## src/rtl/sin_lut_arbiter.sv

```systemverilog
// sin_lut_arbiter
//   Shares one synchronous sine LUT read port between N_REQ phase-accumulator
//   requesters using round-robin request/grant arbitration. Each LUT sample is
//   returned tagged with the index of the requester that asked for it.
//
// Ports:
//   clk        system clock
//   reset_n    asynchronous active-low reset
//   en         1 = issue new grants; 0 = hold off, in-flight reads complete
//   req        per-requester level request
//   addr_in    request addresses, requester i at [i*ADDR_BITS +: ADDR_BITS]
//   gnt        registered one-hot grant pulse
//   lut_rd     registered LUT read strobe
//   lut_addr   registered LUT read address (holds when idle)
//   lut_data   LUT read data, valid LUT_LAT cycles after lut_rd
//   rsp_valid  response strobe, LUT_LAT+1 cycles after the grant cycle
//   rsp_id     requester index owning rsp_data (holds when rsp_valid=0)
//   rsp_data   registered LUT sample (holds when rsp_valid=0)
module sin_lut_arbiter #(
  parameter int N_REQ     = 6,
  parameter int ADDR_BITS = 9,
  parameter int SIG_BITS  = 16,
  parameter int LUT_LAT   = 1
) (
  input  logic                       clk,
  input  logic                       reset_n,
  input  logic                       en,
  input  logic [N_REQ-1:0]           req,
  input  logic [N_REQ*ADDR_BITS-1:0] addr_in,
  output logic [N_REQ-1:0]           gnt,
  output logic                       lut_rd,
  output logic [ADDR_BITS-1:0]       lut_addr,
  input  logic [SIG_BITS-1:0]        lut_data,
  output logic                       rsp_valid,
  output logic [2:0]                 rsp_id,
  output logic [SIG_BITS-1:0]        rsp_data
);

  localparam int IDX_W = (N_REQ > 2) ? $clog2(N_REQ) : 1;
  localparam int PID_W = 3 * LUT_LAT;

  logic [N_REQ-1:0]     gnt_q,       gnt_d;
  logic                 lut_rd_q,    lut_rd_d;
  logic [ADDR_BITS-1:0] lut_addr_q,  lut_addr_d;
  logic [2:0]           ptr_q,       ptr_d;
  logic [LUT_LAT-1:0]   pv_q,        pv_d;
  logic [PID_W-1:0]     pid_q,       pid_d;
  logic                 rsp_valid_q, rsp_valid_d;
  logic [2:0]           rsp_id_q,    rsp_id_d;
  logic [SIG_BITS-1:0]  rsp_data_q,  rsp_data_d;

  logic [N_REQ-1:0]     elig;
  logic                 found;
  logic [IDX_W-1:0]     win;
  logic [IDX_W-1:0]     cand;

  // Round-robin search starting one past the last winner; a requester whose
  // grant is currently showing is masked so a held req re-arbitrates next cycle.
  always_comb begin
    elig  = req & ~gnt_q;
    found = 1'b0;
    win   = '0;
    cand  = '0;
    for (int unsigned k = 1; k <= N_REQ; k++) begin
      cand = IDX_W'((32'(ptr_q) + k) % N_REQ);
      if (!found && elig[cand]) begin
        found = 1'b1;
        win   = cand;
      end
    end
  end

  always_comb begin
    gnt_d      = '0;
    lut_rd_d   = 1'b0;
    lut_addr_d = lut_addr_q;
    ptr_d      = ptr_q;
    if (en && found) begin
      gnt_d[win] = 1'b1;
      lut_rd_d   = 1'b1;
      lut_addr_d = addr_in[win*ADDR_BITS +: ADDR_BITS];
      ptr_d      = 3'(win);
    end
  end

  // Valid/id pipeline tracks the LUT latency. While lut_rd_q is high, ptr_q
  // still holds the index granted in that same cycle, so it serves as the tag.
  always_comb begin
    pv_d        = LUT_LAT'({pv_q, lut_rd_q});
    pid_d       = PID_W'({pid_q, ptr_q});
    rsp_valid_d = pv_q[LUT_LAT-1];
    rsp_id_d    = rsp_id_q;
    rsp_data_d  = rsp_data_q;
    if (pv_q[LUT_LAT-1]) begin
      rsp_id_d   = pid_q[PID_W-1 -: 3];
      rsp_data_d = lut_data;
    end
  end

  always_ff @(posedge clk or negedge reset_n) begin
    if (!reset_n) begin
      gnt_q       <= '0;
      lut_rd_q    <= 1'b0;
      lut_addr_q  <= '0;
      ptr_q       <= 3'(N_REQ - 1);
      pv_q        <= '0;
      pid_q       <= '0;
      rsp_valid_q <= 1'b0;
      rsp_id_q    <= '0;
      rsp_data_q  <= '0;
    end else begin
      gnt_q       <= gnt_d;
      lut_rd_q    <= lut_rd_d;
      lut_addr_q  <= lut_addr_d;
      ptr_q       <= ptr_d;
      pv_q        <= pv_d;
      pid_q       <= pid_d;
      rsp_valid_q <= rsp_valid_d;
      rsp_id_q    <= rsp_id_d;
      rsp_data_q  <= rsp_data_d;
    end
  end

  assign gnt       = gnt_q;
  assign lut_rd    = lut_rd_q;
  assign lut_addr  = lut_addr_q;
  assign rsp_valid = rsp_valid_q;
  assign rsp_id    = rsp_id_q;
  assign rsp_data  = rsp_data_q;

endmodule
```

## config.mk

```make
export PLATFORM = sky130hd
export DESIGN_NAME = sin_lut_arbiter
export DESIGN_NICKNAME = d
export VERILOG_FILES = /design/src/rtl/sin_lut_arbiter.sv
export SDC_FILE = /design/constraint.sdc
export NUM_CORES = 1
export LEC_CHECK = 0
export CORE_MARGIN = 2
export CORE_UTILIZATION = 43
export CTS_CLUSTER_DIAMETER = 80
export DETAILED_ROUTE_END_ITERATION = 8
export MAX_ROUTING_LAYER = met4
export PLACE_DENSITY = 0.78
export SETUP_SLACK_MARGIN = 0.02
export SLEW_MARGIN = 15
export SYNTH_ARGS = -nofsm -noshare
export SYNTH_HDL_FRONTEND = slang
export SYNTH_SLANG_ARGS = --single-unit
```

## constraint.sdc

```tcl
create_clock -name clk -period 3.9 [get_ports clk]
set_input_delay 0.585 -clock clk [delete_from_list [all_inputs] [get_ports clk]]
set_output_delay 0.585 -clock clk [all_outputs]
set_load 0.02 [all_outputs]
```

==> impl_metrics.py <==
metrics = {
    "status": {
        "run_status": "completed",
    },
    "setup_path": {
        "path_delay_family": "simple AND/OR/NAND/NOR gates",
        "r2r_cells": 15,
        "critical_path_class": "flop to flop",
        "crit_fanout": 5,
        "critical-path-slowest-cell": "dfstp_2",
        "reg2reg_to": "lut_addr[0]$_DFFE_PN0P_",
        "path_cells": "buf_4, ha_1, a21oi_2, inv_2, ha_4, nand2b_4, or3_4, a221oi_4, nor3_4, a2111o_1, or4_4, o31ai_4, nand3_2, nand3b_1, nand3_1",
        "worstSetupEndpointType": "flop",
        "cp_slowest_stage_delay_ns": 0.59,
        "worst_case_register_to_register_setup_slack_ns": 0.13,
        "reg2reg_from": "pid_d[2]$_DFFE_PN1P_",
        "critical_path_start_type": "flop",
        "worst-endpoint-required_ns": 4.14,
        "cp_num_buf_inv": 2,
        "timing.critical_path.arrival_ns": 4.02,
    },
    "grt": {
        "pin_count_of_the_biggest_net_entering_global_routing": 62,
        "number_of_global_route_vias_before_repair": 3879,
        "track_usage": 0.276,
        "grt_pass1_wl_mm": 19.4,
        "grt-ovfl-total": 0,
        "grt_antenna_before_repair": 0,
    },
    "timing": {
        "slew_violations": 0,
        "max_freq_mhz": 265,
        "setup_repair_after_global_routing_missed_its_margin": "yes",
        "final.setup_skew_ns": 0.00676,
        "fin_hold_ws_ns": 0.403,
        "fin_setup_tns_ns": 0,
        "timing.final.hold_violations": 0,
        "tightestPinTransition_ns": 0.965,
        "timing.max_slew.rel_slack": 0.357,
        "setup_viol_count_final": 0,
        "period_needed_ns": 3.77,
        "period_utilization": 0.968,
    },
    "detailed_routing": {
        "first_iter_violations": 236,
        "first_pass_iters": 4,
        "viasPerCell": 6.25,
        "dr_total_vias": 4096,
        "route.antenna.remaining_nets": 0,
        "avgRoutedWirePerCell_um": 19.1,
        "drt-total-wl_mm": 12.5,
        "drc": 0,
    },
    "final_layout": {
        "flow.area_growth_from_synthesis_pct": 50.2,
        "final_antenna_diode_count": 0,
        "post_route_cells_drive_above_1_share": 0.216,
        "finalNetCount": 638,
        "layoutNonFillerInstCount": 655,
        "n_fill_cell": 665,
    },
    "yosys": {
        "yosys_register_bits": 43,
        "synth_adder_area_share": 0.0341,
        "synth.largest_area_cell": "dfrtp_1",
        "synth_xor_xnor_area_share": 0.00715,
        "muxShareOfSynthArea": 0.158,
        "yosys_warnings": 0,
        "synth_top_area_frac": 0.279,
        "post_synth_inst_count": 415,
        "synth-compound-area-share": 0.278,
        "async_reset_ff_frac": 1.00,
        "synth_edf_count": 0,
        "synth_sequential_area_ratio": 0.294,
        "synth_area_leaders": "dfrtp_1 (28%), mux2i_1 (8.4%), o221ai_1 (6.4%)",
        "yosys.cell_count.top_type": "dfrtp_1",
        "netlist-cell-type-count": 64,
        "simple_gate_share_of_the_synthesized_area": 0.183,
        "syn_area_um2": 3670,
        "synth_top_family_by_area": "compound AO/OA/AOI/OAI gates",
        "synth_nets": 504,
        "syn_avg_cell_area_um2": 8.85,
        "synth.cells.most_frequent": "dfrtp_1 (41), nand2_1 (39), o21ai_0 (33)",
        "dominantRegCellSynth": "dfrtp_1",
    },
    "clock_tree": {
        "ctsHtreeMaxLevel": 2,
        "worst_skew_pair.late_latency_ns": 0.30,
        "cts_hold_repair.buffers": 0,
        "tritoncts": "done",
        "clk_buf_depth": 2,
        "clock_sink_count": 43,
        "root_buf_cell": "clkbuf_8",
        "clock_pin_slew_of_the_registers_on_the_worst_case_setup_and_hold_paths_ns": 0.09,
        "cts_inserted_buffers": 5,
    },
    "hold_path": {
        "min_to": "pv_q$_DFF_PN0_",
        "worstHoldPathCells": 0,
        "min-delay-start": "lut_rd$_DFF_PN0_",
        "hold_class": "flop to flop",
    },
    "floorplan": {
        "die_w_um": 96.4,
        "floorplan.die_area_um2": 9300,
        "fp.coreArea_um2": 8260,
        "dieHeight_um": 96.4,
        "floorplan.io_pins": 115,
        "start_util": 0.445,
        "rows": 33,
    },
    "place": {
        "port_buffers": 114,
        "post-place-cells": 636,
        "routabilityCongestion": 0.894,
        "dpl.hpwl_mm": 8.89,
    },
    "job": {
        "cap_viol_max_count": 0,
    },
}
worst max-delay path by stage:
stage | depth (start not counted) | to | startpoint
after floorplan | 18 | lut_addr[6]$_DFFE_PN0P_ | pid_d[0]$_DFFE_PN1P_
after global placement | 15 | lut_addr[2]$_DFFE_PN0P_ | pid_d[0]$_DFFE_PN1P_
after detailed placement | 15 | lut_addr[6]$_DFFE_PN0P_ | pid_d[0]$_DFFE_PN1P_
after CTS | 18 | lut_addr[3]$_DFFE_PN0P_ | pid_d[2]$_DFFE_PN1P_
after global routing | 17 | lut_addr[5]$_DFFE_PN0P_ | pid_d[2]$_DFFE_PN1P_
final | 15 | lut_addr[0]$_DFFE_PN0P_ | pid_d[2]$_DFFE_PN1P_
state kept, by name (all words and copies together), names as in the netlist:
name,flops
rsp_data,16
pv_q,1
pid_d,3
gnt,6
rsp_valid,1
pid_q,3
lut_rd,1
lut_addr,9
rsp_id,3
placed cells by master, fill, tap and decap left out, types with 20 or more instances in the layout:
master and n:
o21ai_0 29, nand2_1 37, nand3_1 23, o221ai_1 22
o22ai_1 27, mux2_2 20, clkdlybuf4s50_1 113, dfrtp_1 41
mux2i_1 31, buf_4 31
metrics by stage:
step                cell area (um^2)  worst slack (ns)  utilization
floorplan                       3830            -0.211            -
global placement                5220             0.123        0.632
detailed placement              5220            0.0263        0.632
CTS                             5340            0.0315        0.646
global route                    5520           -0.0416        0.668
finish                          5520             0.126        0.668
what timing repair did:
item,in CTS,in global routing
endpoints found under the setup margin,9,18
resized for setup,3,23
gates cloned,1,0
pin swaps,1,16
buffers inserted,0,10
per-layer routing:
metal	vias up	track usage	share of wire
met3	25	0.0427	0.071
met5	-	-	0
met4	0	0.0833	0.023
li1	1897	-	-
met1	1974	0.368	0.42
met2	200	0.436	0.48
cell type report:
class	count	area [um^2]	area share
timing repair buffer	154	1510	0.274
clock buffer	5	68.8	0.0125
sequential	43	1080	0.195
clock inverter	3	23.8	0.00431
tap	105	131	0.0238
multi-input combinational	334	2660	0.482
inverter	11	43.8	0.00793
kinds of logic after synthesis:
kind of cell    count (synthesis)
compound gates                140
fa+ha+maj                      10
xor+xnor                        3
mux                            53
flops                          43
buf+inv                        39
simple gates                  127
Power is left out: the tool's default activity adds up to more than one toggle a clock period on the data nets, which glitch-free logic cannot reach.
